$ cat config.mk
export PLATFORM = sky130hd
export DESIGN_NAME = sms_timing_ring_flat
export DESIGN_NICKNAME = d
export VERILOG_FILES = /design/src/rtl/sms_timing_ring_if.sv /design/src/rtl/sms_timing_ring.sv /design/src/flat_wrapper.sv
export SDC_FILE = /design/constraint.sdc
export NUM_CORES = 1
export LEC_CHECK = 0
export ABC_AREA = 1
export CELL_PAD_IN_SITES_DETAIL_PLACEMENT = 1
export CELL_PAD_IN_SITES_GLOBAL_PLACEMENT = 1
export CORE_ASPECT_RATIO = 1.25
export CORE_MARGIN = 4
export CORE_UTILIZATION = 30
export DETAILED_ROUTE_END_ITERATION = 10
export PLACE_DENSITY = 0.67
export SLEW_MARGIN = 40
export SYNTH_ARGS = -nofsm -noshare
export SYNTH_HDL_FRONTEND = slang
export SYNTH_SLANG_ARGS = --single-unit
$ cat constraint.sdc
create_clock -name clk -period 2.3 [get_ports clk]
set_input_delay 0.46 -clock clk [delete_from_list [all_inputs] [get_ports clk]]
set_output_delay 0.46 -clock clk [all_outputs]
set_load 0.02 [all_outputs]
$ cat src/rtl/sms_timing_ring_if.sv
// Control/strobe bundle between the timing ring and its consumers
// (sequencer drives the controls, RS latch cards take the strobes).
interface sms_timing_ring_if;
  logic       start;
  logic       stop;
  logic       single_cycle;
  logic [9:0] t_ring;
  logic       running;
  logic       cycle_end;
  logic       latch_set_n;
  logic       latch_reset_n;

  modport master (
    output start, stop, single_cycle,
    input  t_ring, running, cycle_end, latch_set_n, latch_reset_n
  );

  modport slave (
    input  start, stop, single_cycle,
    output t_ring, running, cycle_end, latch_set_n, latch_reset_n
  );
endinterface

$ cat src/rtl/sms_timing_ring.sv
// 1620 memory-cycle timing ring: ten one-hot intervals T-A..T-J with
// single-clock active-low set/reset strobes and a cycle-end pulse.
module sms_timing_ring #(
  parameter int unsigned TICKS_PER_STEP = 100,
  parameter int unsigned SET_STEP       = 0,
  parameter int unsigned RESET_STEP     = 5
) (
  input  logic                   clk,
  input  logic                   reset,
  sms_timing_ring_if.slave       bus
);

  localparam int unsigned TW       = (TICKS_PER_STEP > 1) ? $clog2(TICKS_PER_STEP) : 1;
  localparam logic [TW-1:0] TickLast = TW'(TICKS_PER_STEP - 1);
  localparam logic [3:0]    StepLast = 4'd9;
  localparam logic [3:0]    SetStep  = 4'(SET_STEP);
  localparam logic [3:0]    RstStep  = 4'(RESET_STEP);

  if (TICKS_PER_STEP < 2 || SET_STEP > 9 || RESET_STEP > 9 || SET_STEP == RESET_STEP) begin : g_bad
    $fatal(1, "sms_timing_ring: illegal parameter combination");
  end

  typedef enum logic [0:0] {StIdle, StRun} state_e;

  state_e        state_q, state_d;
  logic [3:0]    step_q, step_d;
  logic [TW-1:0] tick_q, tick_d;
  logic          stop_pend_q, stop_pend_d;

  logic [9:0]    t_ring_q, t_ring_d;
  logic          running_q, running_d;
  logic          cycle_end_q, cycle_end_d;
  logic          set_n_q, set_n_d;
  logic          reset_n_q, reset_n_d;

  always_comb begin
    state_d     = state_q;
    step_d      = step_q;
    tick_d      = tick_q;
    stop_pend_d = stop_pend_q;

    unique case (state_q)
      StIdle: begin
        if (bus.start && !bus.stop) begin
          state_d = StRun;
          step_d  = '0;
          tick_d  = '0;
        end
      end
      StRun: begin
        if (bus.stop) stop_pend_d = 1'b1;
        if (tick_q == TickLast) begin
          tick_d = '0;
          if (step_q == StepLast) begin
            step_d = '0;
            // Halt requests only take effect on the memory-cycle boundary.
            if (stop_pend_q || bus.stop || bus.single_cycle) begin
              state_d     = StIdle;
              stop_pend_d = 1'b0;
            end
          end else begin
            step_d = step_q + 4'd1;
          end
        end else begin
          tick_d = tick_q + TW'(1);
        end
      end
      default: state_d = StIdle;
    endcase
  end

  // Outputs are decoded from next state so they line up with the interval
  // they describe while remaining registered.
  always_comb begin
    running_d   = (state_d == StRun);
    t_ring_d    = running_d ? (10'b1 << step_d) : '0;
    cycle_end_d = running_d && (step_d == StepLast) && (tick_d == TickLast);
    set_n_d     = !(running_d && (step_d == SetStep) && (tick_d == '0));
    reset_n_d   = !(running_d && (step_d == RstStep) && (tick_d == '0));
  end

  always_ff @(posedge clk) begin
    if (reset) begin
      state_q     <= StIdle;
      step_q      <= '0;
      tick_q      <= '0;
      stop_pend_q <= 1'b0;
      t_ring_q    <= '0;
      running_q   <= 1'b0;
      cycle_end_q <= 1'b0;
      set_n_q     <= 1'b1;
      reset_n_q   <= 1'b1;
    end else begin
      state_q     <= state_d;
      step_q      <= step_d;
      tick_q      <= tick_d;
      stop_pend_q <= stop_pend_d;
      t_ring_q    <= t_ring_d;
      running_q   <= running_d;
      cycle_end_q <= cycle_end_d;
      set_n_q     <= set_n_d;
      reset_n_q   <= reset_n_d;
    end
  end

  assign bus.t_ring        = t_ring_q;
  assign bus.running       = running_q;
  assign bus.cycle_end     = cycle_end_q;
  assign bus.latch_set_n   = set_n_q;
  assign bus.latch_reset_n = reset_n_q;

endmodule

$ cat src/flat_wrapper.sv
// flat-port wrapper written by rule: the top's interface ports become plain ports
module sms_timing_ring_flat 
#(
  parameter int unsigned TICKS_PER_STEP = 100,
  parameter int unsigned SET_STEP       = 0,
  parameter int unsigned RESET_STEP     = 5
)
  (clk, reset, bus_start, bus_stop, bus_single_cycle, bus_t_ring, bus_running, bus_cycle_end, bus_latch_set_n, bus_latch_reset_n);
  sms_timing_ring_if bus_i ();
  input  logic clk;
  input  logic reset;
  input wire logic [$bits(bus_i.start)-1:0] bus_start;
  input wire logic [$bits(bus_i.stop)-1:0] bus_stop;
  input wire logic [$bits(bus_i.single_cycle)-1:0] bus_single_cycle;
  output wire logic [$bits(bus_i.t_ring)-1:0] bus_t_ring;
  output wire logic [$bits(bus_i.running)-1:0] bus_running;
  output wire logic [$bits(bus_i.cycle_end)-1:0] bus_cycle_end;
  output wire logic [$bits(bus_i.latch_set_n)-1:0] bus_latch_set_n;
  output wire logic [$bits(bus_i.latch_reset_n)-1:0] bus_latch_reset_n;
  assign bus_i.start = bus_start;
  assign bus_i.stop = bus_stop;
  assign bus_i.single_cycle = bus_single_cycle;
  assign bus_t_ring = bus_i.t_ring;
  assign bus_running = bus_i.running;
  assign bus_cycle_end = bus_i.cycle_end;
  assign bus_latch_set_n = bus_i.latch_set_n;
  assign bus_latch_reset_n = bus_i.latch_reset_n;
  sms_timing_ring #(.TICKS_PER_STEP(TICKS_PER_STEP), .SET_STEP(SET_STEP), .RESET_STEP(RESET_STEP)) u_core (.clk(clk), .reset(reset), .bus(bus_i));
endmodule
==> metrics.txt <==
final-report setup violation count 0; TritonCTS clock tree yes; Final WS setup 0.184 ns; path type of the worst setup path reg2out; Vias/cell 4.58; delay-heaviest family, CP buffers and inverters; Max IR drop VDD 0.391 mV; max-cap viol count 0; CP max stage delay 0.72 ns; gr ovfl total 0; number of gates resized after CTS 0; Leak 0.694 nW; overall power 0.912 mW; initial antenna violation count 0; number of global-route vias before repair 1306; Place WS 0.219 ns; library cells used by synthesis 23; Mapped Nets 190; Buf/Inv on CP 1; Via Count 1190; Layout Cell Area excl Fill 1640 sq um; global-route wire length before repair 5990 um; final WL 3380 um; Hold-fix buffers, CTS 0; max-slew violation count 0; Util after Layout 0.391; Synth Register Bits 26; final hold vios 0; Core Box Area 4200 sq um; DR pass1 iterations 4; Arr. time, crit path 1.66 ns; clock skew 0.00486 ns; Startpoint Class flop; CP Max Fanout 11; R2R Setup Slk 0.33 ns; Total GRT Usage 0.141; Worst Hold Slack 0.616 ns; Most used DFF post-synth dfxtp_1; status finished clean; CP Data Required Time 1.84 ns; critical path cell sequence clkdlybuf4s50_1; postcts setup bufs 0; GP Congestion 0.761; top post-synthesis cells by area dfxtp_1 39%, nand2_1 11%, nor2_1 8.1%, inv_1 6.2%, nand3_1 6.0%; clk_lat worst skew 0.26 ns; pin count of the biggest net entering global routing 16; drt drc 0; antenna-violating nets left 0; Final Cycle Share 0.920; unrepaired setup endpoints after global routing no; clock tree buffer depth 2; Die Footprint 5600 sq um; Layout Nets 211; Initial DRC Count 28; Rel. slew slack 0.637; drt wl/cell 13.0 um; critical path capture point type output pin; H-tree levels 1; Cells after DPL 256; synthesized area 1340 sq um; post-DP HPWL 2830 um; Hold Crit Class reg2reg; Syn Inst Count 184; area leader, netlist dfxtp_1; CTS Sinks 26; Area growth, synth to finish 22.6%; FP Rows 26; synth warn 0; IO Port Bufs 18; Ports 19; share of Yosys cell area claimed by the top area cell type 0.389; starting density of the core 0.319; post-synthesis area per instance 7.28 sq um; CTS clk-pin slew, worst paths 0.09 ns; PwrDens 556 nW/um^2; number of antenna diodes 0; f_max 473 MHz; CTS buffer count 3; Async S/R FF share, synth 0; sequential fraction of the synthesis area 0.389; CP max stage cell clkdlybuf4s50_1; post-route insts no fill 260; Die Y-Extent 82.7 um; worst slew pin tran 0.544 ns; setup TNS 0 ns; share of layout cells above drive strength 1 0.172; clk root buf clkbuf_8; DP Area 1570 sq um; Post-synth EDFFs 0; min Tclk post-route 2.12 ns; die extent in x 67.8 um
[layout by cell type (no fill, tap or decap), drive strengths merged]
cell type | Yosys | final
ha | 1 | 1
nor2 | 37 | 37
inv | 26 | 26
nand3 | 22 | 22
nand4 | 4 | 4
a21oi | 7 | 7
xor2 | 1 | 1
dfxtp | 26 | 26
nor3 | 1 | 1
o21bai | 1 | 1
nand2 | 50 | 50
clkdlybuf4s50 | 0 | 18
bufinv | 0 | 1
clkbuf | 1 | 3
buf | 2 | 1
o21ai | 5 | 5
[layer usage]
| metal | routed length (um) | global-route usage |
|---|---|---|
| met1 | 1370 | 0.157 |
| met2 | 1930 | 0.277 |
| met3 | 41 | 0.0135 |
| met4 | 42 | 0.0385 |
| met5 | 0 | 0 |
[power breakdown]
| group | leakage, nW | internal (mW) | switching (mW) |
|---|---|---|---|
| combinational | 0.448 | 0.0281 | 0.0445 |
| sequential | 0.210 | 0.457 | 0.0107 |
| clock | 0.0357 | 0.232 | 0.140 |
| total | 0.694 | 0.718 | 0.195 |
[synth_stat cells, types with 2 or more instances]
| cell | count |
|---|---|
| dfxtp_1 | 26 |
| inv_2 | 3 |
| nand2_4 | 2 |
| nand4_1 | 4 |
| nand3_2 | 5 |
| inv_1 | 22 |
| nor2_1 | 29 |
| nor2_2 | 2 |
| nand3_1 | 16 |
| nand2_2 | 9 |
| nand2_1 | 39 |
| a21oi_1 | 7 |
| buf_6 | 2 |
| nor2_4 | 6 |
| o21ai_0 | 4 |
[cell type report]
type                    instances  area, sq um
multi-input cells             129          692
inverters                      26          100
well taps                      56         70.1
clock buffers                   3         41.3
clock inverters                 1         30.0
fillers                       547         2550
repair buffers                 19          188
flip-flops and latches         26          520
[kinds of logic (layout without fill, tap and decap cells)]
group | Yosys count | count (layout) | synth area share
adder cells (fa/ha/maj) | 1 | 1 | 0.00934
flip-flops | 26 | 26 | 0.389
buffers and inverters | 29 | 49 | 0.0944
AND/OR/NAND/NOR | 114 | 114 | 0.442
AO/OA/AOI/OAI | 13 | 13 | 0.0589
XOR/XNOR | 1 | 1 | 0.00654
[sequential cells by signal, indices dropped and copies added, names as in the netlist]
register,cells
u_core.bus.cycle_end,1
u_core.bus.latch_reset_n,1
u_core.bus.latch_set_n,1
u_core.bus.t_ring,10
u_core.state_q,1
u_core.step_q,4
u_core.stop_pend_q,1
u_core.tick_q,7
[final timing paths]
kind / end / depth (start not counted) / from
hold reg to reg: u_core.step_q[1] / 2 / u_core.step_q[1]
hold / removal: u_core.step_q[1] / 2 / u_core.step_q[1]
setup / recovery: bus_running / 1 / u_core.state_q
setup reg to reg: u_core.bus.latch_set_n / 10 / u_core.tick_q[0]
Note: power is estimated with default switching activity, not from simulation.
